File: src/rtl/fft_result_serializer.sv
// fft_result_serializer
// Captures one complete 16-point FFT result (16 real and 16 imaginary words)
// and streams it as 32 WIDTH-bit beats over a valid/ready interface.
//
// Ports:
//   clk          system clock, rising edge
//   reset        asynchronous active-low reset
//   load         capture request, taken only when in_ready is high
//   din_re       flattened real results, bin n at [n*WIDTH +: WIDTH]
//   din_im       flattened imaginary results, same packing
//   in_ready     a load is accepted this cycle (combinational from dout_ready)
//   dout         serial output word
//   dout_valid   dout holds a valid word
//   dout_ready   downstream accepts the word this cycle
//   dout_first   beat 0 of a frame
//   dout_last    beat 31 of a frame
//   busy         a frame is held or being sent
//   overrun      sticky, a load arrived while in_ready was low
//   overrun_clr  synchronous clear of overrun (a same-cycle set wins)
//
// State  | meaning
// IDLE   | no frame held, ready to capture
// SEND   | frame held, presenting beat r_cnt
module fft_result_serializer #(
  parameter int WIDTH      = 16,
  parameter int ORDER_MODE = 0,
  parameter int INTERLEAVE = 0
) (
  input  logic                  clk,
  input  logic                  reset,
  input  logic                  load,
  input  logic [16*WIDTH-1:0]   din_re,
  input  logic [16*WIDTH-1:0]   din_im,
  output logic                  in_ready,
  output logic [WIDTH-1:0]      dout,
  output logic                  dout_valid,
  input  logic                  dout_ready,
  output logic                  dout_first,
  output logic                  dout_last,
  output logic                  busy,
  output logic                  overrun,
  input  logic                  overrun_clr
);

  localparam logic [0:0] S_IDLE = 1'b0;
  localparam logic [0:0] S_SEND = 1'b1;

  logic [0:0]          r_state;
  logic [4:0]          r_cnt;
  logic [16*WIDTH-1:0] r_re;
  logic [16*WIDTH-1:0] r_im;
  logic                r_overrun;

  logic                w_send;
  logic                w_hs;
  logic                w_accept;
  logic [3:0]          w_idx;
  logic [3:0]          w_bin;
  logic                w_sel_im;
  logic [WIDTH-1:0]    w_word;

  assign w_send   = (r_state == S_SEND);
  assign w_hs     = w_send && dout_ready;
  // Accepting on the final handshake lets back-to-back frames run without a bubble.
  assign in_ready = (r_state == S_IDLE) || (w_send && (r_cnt == 5'd31) && dout_ready);
  assign w_accept = load && in_ready;

  always_ff @(posedge clk or negedge reset) begin
    if (!reset) begin
      r_state <= S_IDLE;
      r_cnt   <= 5'd0;
      r_re    <= '0;
      r_im    <= '0;
    end else if (w_accept) begin
      r_re    <= din_re;
      r_im    <= din_im;
      r_state <= S_SEND;
      r_cnt   <= 5'd0;
    end else if (w_hs) begin
      if (r_cnt == 5'd31) begin
        r_state <= S_IDLE;
        r_cnt   <= 5'd0;
      end else begin
        r_cnt <= r_cnt + 5'd1;
      end
    end
  end

  always_ff @(posedge clk or negedge reset) begin
    if (!reset) begin
      r_overrun <= 1'b0;
    end else if (load && !in_ready) begin
      r_overrun <= 1'b1;
    end else if (overrun_clr) begin
      r_overrun <= 1'b0;
    end
  end

  // Beat -> (real/imag, bin). Digit reversal swaps the two base-4 digits of the index.
  always_comb begin
    w_idx    = r_cnt[3:0];
    w_sel_im = r_cnt[4];
    if (INTERLEAVE != 0) begin
      w_idx    = r_cnt[4:1];
      w_sel_im = r_cnt[0];
    end
    w_bin = w_idx;
    if (ORDER_MODE != 0) begin
      w_bin = {w_idx[1:0], w_idx[3:2]};
    end
  end

  assign w_word = w_sel_im ? r_im[w_bin*WIDTH +: WIDTH] : r_re[w_bin*WIDTH +: WIDTH];

  assign dout       = w_send ? w_word : '0;
  assign dout_valid = w_send;
  assign dout_first = w_send && (r_cnt == 5'd0);
  assign dout_last  = w_send && (r_cnt == 5'd31);
  assign busy       = w_send;
  assign overrun    = r_overrun;

endmodule

File: config.mk
export PLATFORM = sky130hd
export DESIGN_NAME = fft_result_serializer
export DESIGN_NICKNAME = d
export VERILOG_FILES = /design/src/rtl/fft_result_serializer.sv
export SDC_FILE = /design/constraint.sdc
export NUM_CORES = 1
export LEC_CHECK = 0
export BUFFER_PORTS_ARGS = -buffer_cell sky130_fd_sc_hd__clkbuf_2
export CORE_MARGIN = 4
export CORE_UTILIZATION = 44
export DETAILED_ROUTE_END_ITERATION = 7
export PLACE_DENSITY = 0.7
export SETUP_SLACK_MARGIN = 0.3
export SLEW_MARGIN = 20
export SYNTH_ARGS = -nofsm -noshare
export SYNTH_HDL_FRONTEND = slang
export SYNTH_SLANG_ARGS = --single-unit
File: constraint.sdc
create_clock -name clk -period 2.3 [get_ports clk]
set_input_delay 0.23 -clock clk [delete_from_list [all_inputs] [get_ports clk]]
set_output_delay 0.23 -clock clk [all_outputs]
set_load 0.01 [all_outputs]
==> flow_summary.yaml <==
run_status:
  run_status: "finished with violations"
  violations: "setup timing"
timing:
  min_period_ps: 3160
  finalCritPeriodShare_pct: 138
  setup_tns_ps: -279360
  max_freq_ghz: 0.316
  setup_viol: 535
  rsz0062_at_grt: "true"
  finalClockSkew_ps: 25.9
  tightest_slew_ps: 862
  slew_headroom_pct: 42.2
  drv_slew: 0
  hold_viol_final: 0
  final.setup.worst_slack_ps: -864
power_and_ir_drop:
  p_int_mw: 23.2
  p_sw_mw: 11.8
  p_total_mw: 35.1
  sw_frac_of_total_pct: 33.8
  ir_drop_v: 0.000649
  p_leak_nw: 20.5
  combPwrFrac_pct: 41.7
  power.density_mw_per_mm2: 854
  seq_power_share_pct: 31.9
  pwr-share-clk_pct: 26.4
critical_path:
  cpPeakStageDelay_ps: 550
  r2r-start: "r_cnt[0]"
  crit_type: "flop to primary output"
  path_max_fanout: 6
  cp_data_arrival_time_ps: 2930
  worst_ep_required_time_ps: 2070
  worstPathCellList: "buf_4 > buf_12 > mux4_2 > o22ai_2 > a211oi_2 > a211oi_2 > buf_4 > o32ai_2 > buf_2"
  r2r_cells: 16
  end_kind: "primary output"
  critPathBufInv: 4
  critPathTopFamily: "compound AO/OA/AOI/OAI gates"
  reg2reg_slack_ps: -600
  slowest_stage: "dfrtp_4"
  r2r_end: "r_re[242]"
  start_kind: "flop"
yosys:
  synth.avg_cell_area_um2: 14.7
  synth_xor_xnor_area_share_pct: 0
  seq_area_frac_synth_pct: 54.5
  synth_compound_area_share_pct: 4.31
  synthAdderAreaFrac_pct: 0.157
  synth_top_family_by_area: "multiplexers"
  synth.distinct_cells: 40
  yosysTopAreaCell: "dfrtp_1"
  synth_warnings: 0
  syn-instance-count: 1618
  synthSimpleGateAreaFrac_pct: 1.87
  synth_mux_area_share_pct: 35.9
  synth_area_leaders: "dfrtp_1, mux2_2, mux2i_1"
  yosys.area.top_type_share_pct: 54.5
  syn_area_mm2: 0.0238
  synth-seq-cells: 519
  synth_fp_nets: 2138
route:
  drt_iter0_drc: 1800
  ant_nets: 0
  num_vias: 21900
  wl_per_cell_um: 30.7
  drcViolationCount: 0
  wirelength_mm: 114
  vias_per_cell: 5.90
  detailedRoute.firstPassIterationCount: 5
floorplanning:
  die_w_um: 241
  ios: 539
  die_y_um: 241
  start_util_pct: 44.4
  fp-row-count: 85
  die-area_mm2: 0.0580
  core-area_mm2: 0.0537
cts:
  clk_root_buffer_cell: "clkbuf_16"
  cts.sinks: 519
  max-clock-path-buffers: 3
  clock_latency_ps: 630
  htree_num_levels: 2
  cts_tree: "done"
  clk_pin_slew_worst_paths_ps: 70
  cts_buffers: 55
cells_and_area:
  syn_to_final_growth_pct: 72.4
  fin_cells: 3703
  drive_above_1_share_pct: 54.1
  nets: 3469
  multi_input_area_mm2: 0.0125
  final-seq-area_mm2: 0.0130
  fillers: 2792
global_route:
  grt_antenna_before_repair: 15
  grt_pass1_vias: 22600
  grt_pass1_wl_mm: 139
  grt_start_max_net_pins: 72
  grt_use_total_pct: 31.9
  grt_overflow: 0
min_path:
  min_to: "r_cnt[3]"
  hold_depth: 2
  hold_start: "load"
  hp-class: "primary input to flop"
job:
  drv_cap: 0
placed_design:
  dp_hpwl_mm: 59.8
  numPortBuffers: 538
  dp_slack_ps: -524
  place_inst: 2930
  gp_congestion: 0.897
## Yosys cell counts
cell type    n
dfrtp_1    519
mux2_2     518
mux2i_1    187
buf_2       62
a22oi_1     42
nand2_1     38
o22ai_1     28
nand3_1     23
clkbuf_1    22
mux4_2      22
a211oi_1    18
a21oi_1     18
mux4_1      14
nor3_1       9
o221ai_1     9
buf_4        8
o21ai_0      8
buf_12       7
buf_6        7
nand4_1      7
nor2_1       6
o32ai_1      6
buf_8        5
a41oi_1      4
inv_1        4
a41oi_2      3
ha_1         3
nand2b_1     3
nor2b_1      3
o21a_1       3
and3_1       2
buf_1        2
a21boi_0     1
a22o_1       1
a32o_1       1
and2_1       1
nand3b_1     1
nor3b_1      1
o21bai_1     1
or2_2        1
## sequential cells by signal, summed over array words and instances, names as in the netlist
name     count
r_im       256
r_re       256
r_cnt        5
busy         1
overrun      1
## metrics by stage
stage	hold WS [ps]	area, um2	util [%]
after floorplan	-65.6	24600	-
after global placement	224	28800	53.6
after detailed placement	228	28800	53.6
after CTS	7.93	37000	68.9
after global routing	57.1	41100	76.5
final	89.3	41100	76.5
## layout by cell type, fill, tap and decap left out, drive strengths merged
master       instances
a41oi                7
o22ai               28
nand2b               3
diode               17
o32ai                6
mux2i              187
nand3b               1
nor3                 9
ha                   3
nor3b                1
a211oi              18
clkinvlp             1
a22o                 1
o21a                 3
and3                 2
buf                311
dfrtp              519
mux2               518
inv                  5
nand3               23
bufbuf               3
a32o                 1
and2                 1
clkinv              12
nor2b                3
o21ai                8
o21bai               1
mux4                36
or2                  1
nor2                 6
dlygate4sd3        514
a21oi               18
bufinv               4
o221ai               9
a22oi               42
clkbuf             639
a21boi               1
nand4                7
nand2               38
## metal layers
metal / GRT usage [%] / up-vias / part of all wire (%)
li1: - / 8741 / -
met2: 54.2 / 1551 / 49
met3: 6.42 / 519 / 7.6
met1: 38.2 / 11000 / 36
met4: 18.3 / 2 / 7.8
met5: 0 / - / 0.011
## final cells by class
cell class | instances | area share, %
Multi-Input combinational cell | 982 | 30.5
Timing Repair Buffer | 1387 | 31.1
Clock inverter | 18 | 0.515
Tap cell | 696 | 2.12
Clock buffer | 80 | 3.92
Sequential cell | 519 | 31.6
Inverter | 4 | 0.0487
Antenna cell | 17 | 0.104
## timing repair
| action | 4_1_cts | 5_1_grt |
|---|---|---|
| gates resized for setup | 114 | 646 |
| setup buffers | 32 | 51 |
| hold endpoints to repair | 590 | 0 |
| endpoints found under the setup margin | 535 | 535 |
| pin swaps | 29 | 55 |
| hold buffers | 514 | 0 |
| cloned | 15 | 46 |
## cells by family (layout without fill, tap and decap cells)
kind of cell / count (synthesis) / after routing
and+or+nand+nor: 95 / 95
buffers and inverters: 117 / 1489
adders and majority gates: 3 / 3
muxes: 741 / 741
DFF: 519 / 519
AOI/OAI and AO/OA: 143 / 143
other: 0 / 17
## power groups by stage
stage	logic, mW	clock network [mW]	registers [mW]
4_1_cts	11.9	9.14	10.9
5_1_grt	15.1	9.65	11.2
2_1_floorplan	5.76	0	10.7
3_3_place_gp	9.69	0	11.1
3_5_place_dp	9.82	0	11.1
6_report	14.6	9.27	11.2
## worst max-delay path by stage
stage          slack, ps       end  cells after the start      from
6_report            -860   dout[6]                      9  r_cnt[0]
5_1_grt             -920   dout[0]                      9  r_cnt[4]
4_1_cts             -840  dout[11]                      9  r_cnt[4]
3_5_place_dp        -520   dout[6]                      7  r_cnt[4]
3_3_place_gp        -500   dout[6]                      8  r_cnt[4]
2_1_floorplan        180   r_im[0]                     11  r_cnt[2]
Power figures use the tool's default switching activity.
